[src/rtl/nand_tree_pipe.sv]
// Pipelined N-input NAND/AND/NOR/OR reduction tree with per-level valid/ready handshake.
// Define NAND_TREE_TOGGLE_CNT_EN to add the TOG_CLR/TOG_CNT output toggle counter.
module nand_tree_pipe #(
  parameter int N     = 16,
  parameter int FANIN = 4
) (
  input  logic         CLK,
  input  logic         RST,
  input  logic [N-1:0] IN,
  input  logic [1:0]   MODE,
  input  logic         IN_VALID,
  output logic         IN_READY,
  output logic         QN,
  output logic         QN_VALID,
  input  logic         QN_READY
`ifdef NAND_TREE_TOGGLE_CNT_EN
  ,
  input  logic         TOG_CLR,
  output logic [15:0]  TOG_CNT
`endif
);

  function automatic int lvl_w(input int k);
    int w;
    w = N;
    for (int i = 0; i < k; i++) w = (w + FANIN - 1) / FANIN;
    return w;
  endfunction

  function automatic int calc_s();
    int w;
    int s;
    w = N;
    s = 0;
    while (w > 1) begin
      w = (w + FANIN - 1) / FANIN;
      s++;
    end
    if (s < 1) s = 1;
    return s;
  endfunction

  localparam int S = calc_s();

  // Groups of FANIN bits reduce to one; slots past the live width hold the identity value.
  function automatic logic [N-1:0] reduce_lvl(input logic [N-1:0] x, input int win,
                                              input logic use_or);
    logic [N-1:0] r;
    logic         acc;
    int           idx;
    r = '0;
    for (int g = 0; g < N; g++) begin
      acc = ~use_or;
      for (int j = 0; j < FANIN; j++) begin
        idx = g * FANIN + j;
        if (idx < win) acc = use_or ? (acc | x[idx]) : (acc & x[idx]);
      end
      r[g] = acc;
    end
    return r;
  endfunction

  // NAND (0) and NOR (2) invert the final level.
  function automatic logic finish_bit(input logic b, input logic [1:0] m);
    return b ^ ~m[0];
  endfunction

  logic [N-1:0] dat_q [1:S];
  logic [1:0]   mod_q [1:S];
  logic [S:1]   vld_q;

  logic [N-1:0] src_d [0:S-1];
  logic [1:0]   src_m [0:S-1];
  logic         src_v [0:S-1];
  logic [N-1:0] dat_d [1:S];
  logic [S:1]   rdy;

  always_comb begin
    src_d[0] = IN;
    src_m[0] = MODE;
    src_v[0] = IN_VALID;
    for (int k = 1; k < S; k++) begin
      src_d[k] = dat_q[k];
      src_m[k] = mod_q[k];
      src_v[k] = vld_q[k];
    end
  end

  always_comb begin
    for (int k = 1; k <= S; k++) begin
      dat_d[k] = reduce_lvl(src_d[k-1], lvl_w(k - 1), src_m[k-1][1]);
    end
    dat_d[S][0] = finish_bit(dat_d[S][0], src_m[S-1]);
  end

  // A stage can load if it or any stage downstream holds a bubble, or the consumer takes QN.
  always_comb begin
    logic r;
    r = 1'b0;
    for (int k = 1; k <= S; k++) begin
      r = QN_READY;
      for (int j = k; j <= S; j++) r = r | ~vld_q[j];
      rdy[k] = r;
    end
  end

  always_ff @(posedge CLK) begin
    if (RST) begin
      vld_q    <= '0;
      dat_q[S] <= '0;
    end else begin
      for (int k = 1; k <= S; k++) begin
        if (rdy[k]) begin
          vld_q[k] <= src_v[k-1];
          mod_q[k] <= src_m[k-1];
          dat_q[k] <= dat_d[k];
        end
      end
    end
  end

  assign IN_READY = rdy[1];
  assign QN       = dat_q[S][0];
  assign QN_VALID = vld_q[S];

  logic unused_stage_bits;
  assign unused_stage_bits = ^{dat_q[S], mod_q[S]};

`ifdef NAND_TREE_TOGGLE_CNT_EN
  logic [15:0] tog_q;
  logic        ref_q;

  always_ff @(posedge CLK) begin
    if (RST || TOG_CLR) begin
      tog_q <= '0;
      ref_q <= 1'b0;
    end else if (QN_VALID && QN_READY) begin
      ref_q <= QN;
      if ((QN != ref_q) && (tog_q != 16'hFFFF)) tog_q <= tog_q + 16'd1;
    end
  end

  assign TOG_CNT = tog_q;
`endif

endmodule

[config.mk]
export PLATFORM = sky130hd
export DESIGN_NAME = nand_tree_pipe
export DESIGN_NICKNAME = d
export VERILOG_FILES = /design/src/rtl/nand_tree_pipe.sv
export SDC_FILE = /design/constraint.sdc
export NUM_CORES = 1
export LEC_CHECK = 0
export ABC_AREA = 1
export BUFFER_PORTS_ARGS = -buffer_cell sky130_fd_sc_hd__buf_4
export CORE_MARGIN = 5
export CORE_UTILIZATION = 35
export DETAILED_ROUTE_END_ITERATION = 8
export PLACE_DENSITY = 0.64
export SYNTH_ARGS = -nofsm -noshare
export SYNTH_HDL_FRONTEND = slang
export SYNTH_SLANG_ARGS = --single-unit
[constraint.sdc]
create_clock -name CLK -period 1.41 [get_ports CLK]
set_clock_uncertainty 0.15 [all_clocks]
set_input_delay 0.282 -clock CLK [delete_from_list [all_inputs] [get_ports CLK]]
set_output_delay 0.282 -clock CLK [all_outputs]
set_load 0.01 [all_outputs]
Word-level counts from Yosys, hierarchy flattened
Memories as Yosys holds them, arrays and structs flattened.
Index checks and enable logic that the tools add are counted.
{ "op_classes": {"n_bitwise": 50, "mux": 29} }
{ "op_table": {"columns": ["operator", "count"], "rows": [
  ["2-to-1 mux 1 bit", 28],
  ["OR 1 bit", 24],
  ["bitwise AND 1 bit", 20],
  ["2-to-1 mux 16 bit", 1],
  ["NOT 1 bit", 5],
  ["bitwise XOR 1 bit", 1]
]} }
{ "word_totals": {"mem_count": 2, "mem_bits_rw": 36, "wordCells": 83, "register_bits": 2} }
{ "memory_table": {"columns": ["name", "depth", "word_bits", "rd", "rd_ports_with_merged_regs", "write_ports", "line", "source"], "rows": [
  ["dat_q", 2, 16, 2, 0, 2, "68", "logic [N-1:0] dat_q [1:S];"],
  ["mod_q", 2, 2, 1, 0, 2, "69", "logic [1:0] mod_q [1:S];"]
]} }

Logic depth before layout (Yosys ltp)
{ "depth": {"word_depth": 11, "depth_mapped": 6} }

Worst setup path after synthesis
OpenSTA, ideal clock, no wires.
{ "synth_timing": {"kind": "register to register", "startpoint": "reg vld_q[2] in the netlist's numbering", "endpoint": "mem dat_q[1][0], enable pin", "t_arrival_ns": 0.756, "path_buffers": 0, "required_ns": 0.946, "stages_incl_launch_ff": 6, "slack_ns": 0.190, "synth_period_minus_slack_ns": 1.220, "path_cell_list": "dfxtp_1 > inv_1 > nor2_1 > nand2_1 > nand2_1 > inv_1"} }
{ "synth_rtl": {"columns": ["element", "line", "source"], "rows": [
  ["from (decl)", "70", "logic [S:1] vld_q;"],
  ["from (signal, indexed assignment)", "114", "vld_q[k] <= src_v[k-1];"],
  ["to (decl)", "68", null]
]} }

Final worst setup path
{ "layout_timing": {"startpoint": "reg vld_q[2] in the netlist's numbering", "endpoint": "out IN_READY"} }
{ "layout_via": {"elab_chain_len": 2} }
{ "layout_rtl": {"columns": ["element", "line", "source"], "rows": [
  ["NOT 1 bit", "102", "for (int j = k; j <= S; j++) r = r | ~vld_q[j];"],
  ["OR 1 bit", "102", null],
  ["to (decl)", "12", "output logic IN_READY,"]
]} }
No other way between the ends.

==> metrics list <==
- Dividing the final minimum period by the clock period gives 0.9649.
* Final wirelength: 910 µm
- Library cells used by synthesis: 12
* Initial core utilization: 0.3609
- The total area inside the core boundary comes to 1269 µm².
* Clock slew at reported path FFs: roughly 0.060 ns
- The startpoint identified for the worst register-to-register timing path is vld_q[2]$_SDFFE_PP0P_.
* Total power consumption of the routed design: roughly 620 µW
- Clock tree from TritonCTS: done
* Main area contributors after synthesis: sky130_fd_sc_hd__edfxtp_1, sky130_fd_sc_hd__nand2_1, sky130_fd_sc_hd__dfxtp_1
- H-Tree Level Count: 1
- Of the total synthesized cell area, the portion taken by full adders, half adders and majority gates is 0.
* Main combinational cell family by area after synthesis: simple AND/OR/NAND/NOR gates
- In this run, synthesis produced a sequential element count of 9.
- Req. time, crit path: 0.98 ns
- Detailed Routing Iterations Pass 1: 4
- The setup check on the worst reg-to-reg path leaves a slack of 0.08 ns.
- 25 I/O pins were placed.
- For the finished layout, the period the worst path requires is 1.360 ns.
- Of all flip-flops after synthesis, the portion carrying an async set or reset was 0.
- Cell depth of the worst min-delay path: 2
- Aggregate global routing overflow: 0
- Measured against its own limit, the worst slew margin works out to 0.8579.
- Arrival time of the worst setup path: 0.93 ns
- Post-route setup slack: 0.04951 ns
- The first global-routing pass estimated roughly 1400 µm of wire.
- During synthesis, Yosys emitted a total of 0 warnings.
* Die Area: 2132 µm²
* Total half-perimeter wirelength after legalization and detailed placement: about 750 µm
- Of the cells placed in the final design, the portion with a size suffix greater than 1 is 0.4471.
- Share of the core filled with cells in the final layout: 0.5621
* Number of global-route vias before repair: slightly above 400
- Area fraction in and, or, nand and nor cells after synthesis: 0.3033
- Detailed routing inserted a total of 431 vias.
- Hold path startpoint: RST
- Std cell rows: 13
- Final number of max-transition violations: 0
- Combined global-route utilization of all metal layers: 0.09040
- Clock Sink Count: 9
* Pwr per Cell Area: ~870 nW/µm²
- Xor-xnor portion of the synthesized cell area: 0
- Entering global routing, the biggest net connects 9 pins.
- Final Hold Violating Endpoints: 0
- In this run, CTS created clock tree buffers numbering 3.
- Routed wirelength normalized by instance count: 9.100 µm
* Final-layout setup total negative slack: 0 ns
* Share of the synthesized area in the top cell type: 0.4590
- For the worst flop-to-flop path, the logic depth is 7.
* Layout area overhead: 55.74%
- Of the synthesized area, sequential elements account for 0.5464.
- The tightest hold path in the finished design has a slack of 0.03220 ns.
- For this run, the leading register cell type out of synthesis is sky130_fd_sc_hd__edfxtp_1.
* Number of buffers between clock root and the deepest sink: 2
- Average vias per placed instance: 4.310
* Antenna violations before repair: 0
- Max-cap check violation count: 0
- Critical path launch point type: flop
- Pre-CTS setup slack: a little over 0.2 ns
- Most common library cells after synthesis: sky130_fd_sc_hd__nand2_1, sky130_fd_sc_hd__inv_1, sky130_fd_sc_hd__edfxtp_1
* Global placement routability congestion: approximately 0.71
* Clk Tree Root Cell: sky130_fd_sc_hd__clkbuf_4
- Post-synthesis compound-gate area fraction: 0.08470
- Total DRC errors in the routed layout: 0
- Horizontal die dimension: 46.17 µm
- Buffers placed on the I/O ports in this run total 24.
* Antenna-violating nets left: 0
- Number of setup violations in the final report: 0
* Highest clock rate: 0.7350 GHz
* Peak supply drop: 0.0004618 V
* Leakage: 0.3445 nW
* Later-pin clock latency in the skew report: 0.26 ns
- The min-delay analysis places its worst path in the category in -> reg.
- The worst hold path terminates at vld_q[1]$_SDFFE_PP0N_.
- Setup repair after global routing left no endpoint under its margin.
* Category of the worst setup path capture point: output pin
- The largest total area in the synthesized netlist belongs to sky130_fd_sc_hd__edfxtp_1.
- Number of hold buffers added after cts: 0
- After synthesis, the share of cell area in mux cells is 0.
* Critical R2R Capture: mod_q[1][1]$_DFFE_PP_
* Least-Margin Pin Slew: 0.2110 ns
- A synthesized cell averages 8.326 µm².
* Cell count after synthesis: 55
* Count of flip-flops with a built-in enable after synthesis: 7
- The detailed router finished its first iteration with 3 violations.
* Critical path class: reg -> out
* Synthesized cell area: between 400 and 500 µm²
- Most repeated cell in the gate-level netlist after synthesis: sky130_fd_sc_hd__nand2_1
- Result of the run: finished clean
- In this run the worst path has a maximum fanout of 2.
- DIE HEIGHT: 46.17 µm
- Antenna diode count: 0
* Total Nets Final: 108
* Net Count, Synth: 77
[power by group]
group          total [mW]  internal (mW)  switching [mW]
logic               0.110         0.0631          0.0468
clock network       0.193          0.109          0.0841
registers           0.316          0.307         0.00827
[cell families after synthesis]
kind of cell / after synthesis
flops: 9
compound gates: 7
simple gates: 31
buf+inv: 8
[worst max path at each step]
stage / slack, ns / to / from
4_1_cts: 0.02 / IN_READY / vld_q[2]$_SDFFE_PP0P_
3_3_place_gp: 0.22 / dat_q[1][0]$_DFFE_PP_ / QN_READY
3_5_place_dp: 0.20 / dat_q[1][1]$_DFFE_PP_ / QN_READY
5_1_grt: 0.004 / IN_READY / vld_q[2]$_SDFFE_PP0P_
6_report: 0.05 / IN_READY / vld_q[2]$_SDFFE_PP0P_
2_1_floorplan: 0.19 / dat_q[1][0]$_DFFE_PP_ / vld_q[2]$_SDFFE_PP0P_
[stage by stage]
step,cell area (µm²),instances
after floorplan,457.9,55
after global placement,656.9,94
after detailed placement,656.9,94
after CTS,705.7,100
after global routing,713.2,100
final,713.2,100
[sequential cells by signal (all words and copies together) (netlist names)]
signal and cells:
vld_q 2, mod_q 2, dat_q 5
[worst max-delay path: stages, from the launching register on]
cell                      delay (ns)
sky130_fd_sc_hd__dfxtp_2        0.33
sky130_fd_sc_hd__inv_2          0.05
sky130_fd_sc_hd__nor2_4         0.10
sky130_fd_sc_hd__nand2_2        0.07
sky130_fd_sc_hd__buf_6          0.12
[metal layers]
| layer | vias to the layer above | track usage | share of wire |
|---|---|---|---|
| li1 | 240 | - | - |
| met1 | 179 | 0.09069 | 0.41 |
| met2 | 12 | 0.1566 | 0.53 |
| met3 | 0 | 0.02344 | 0.062 |
| met4 | 0 | 0.06818 | 0 |
| met5 | - | 0 | 0 |
[cells in the final DEF, fill, tap and decap left out]
| master | count |
|---|---|
| sky130_fd_sc_hd__nor3_1 | 4 |
| sky130_fd_sc_hd__nor2_4 | 1 |
| sky130_fd_sc_hd__clkbuf_4 | 3 |
| sky130_fd_sc_hd__a21oi_1 | 1 |
| sky130_fd_sc_hd__nand3_2 | 1 |
| sky130_fd_sc_hd__a21oi_2 | 1 |
| sky130_fd_sc_hd__nand3_1 | 5 |
| sky130_fd_sc_hd__dfxtp_2 | 1 |
| sky130_fd_sc_hd__nand2_2 | 3 |
| sky130_fd_sc_hd__buf_6 | 1 |
| sky130_fd_sc_hd__nand2_1 | 16 |
| sky130_fd_sc_hd__inv_2 | 2 |
| sky130_fd_sc_hd__buf_4 | 25 |
| sky130_fd_sc_hd__nor2_1 | 1 |
| sky130_fd_sc_hd__o21ai_0 | 5 |
| sky130_fd_sc_hd__edfxtp_1 | 7 |
| sky130_fd_sc_hd__clkbuf_1 | 1 |
| sky130_fd_sc_hd__inv_1 | 6 |
| sky130_fd_sc_hd__dfxtp_1 | 1 |
[layout make-up]
cell class / count / area, µm²
clock buffer: 4 / 26.28
sequential: 9 / 251.5
fill: 126 / 555.5
inverter: 8 / 30.03
tap: 15 / 18.77
multi-input combinational: 38 / 187.7
timing repair buffer: 26 / 198.9
[repair_timing]
item                                    in CTS  in global routing
gates resized for setup                      5                  2
endpoints found under the setup margin       1                  7
pin swaps                                    2                  0
setup buffers                                2                  0
Note: power is estimated with default switching activity, not from simulation.
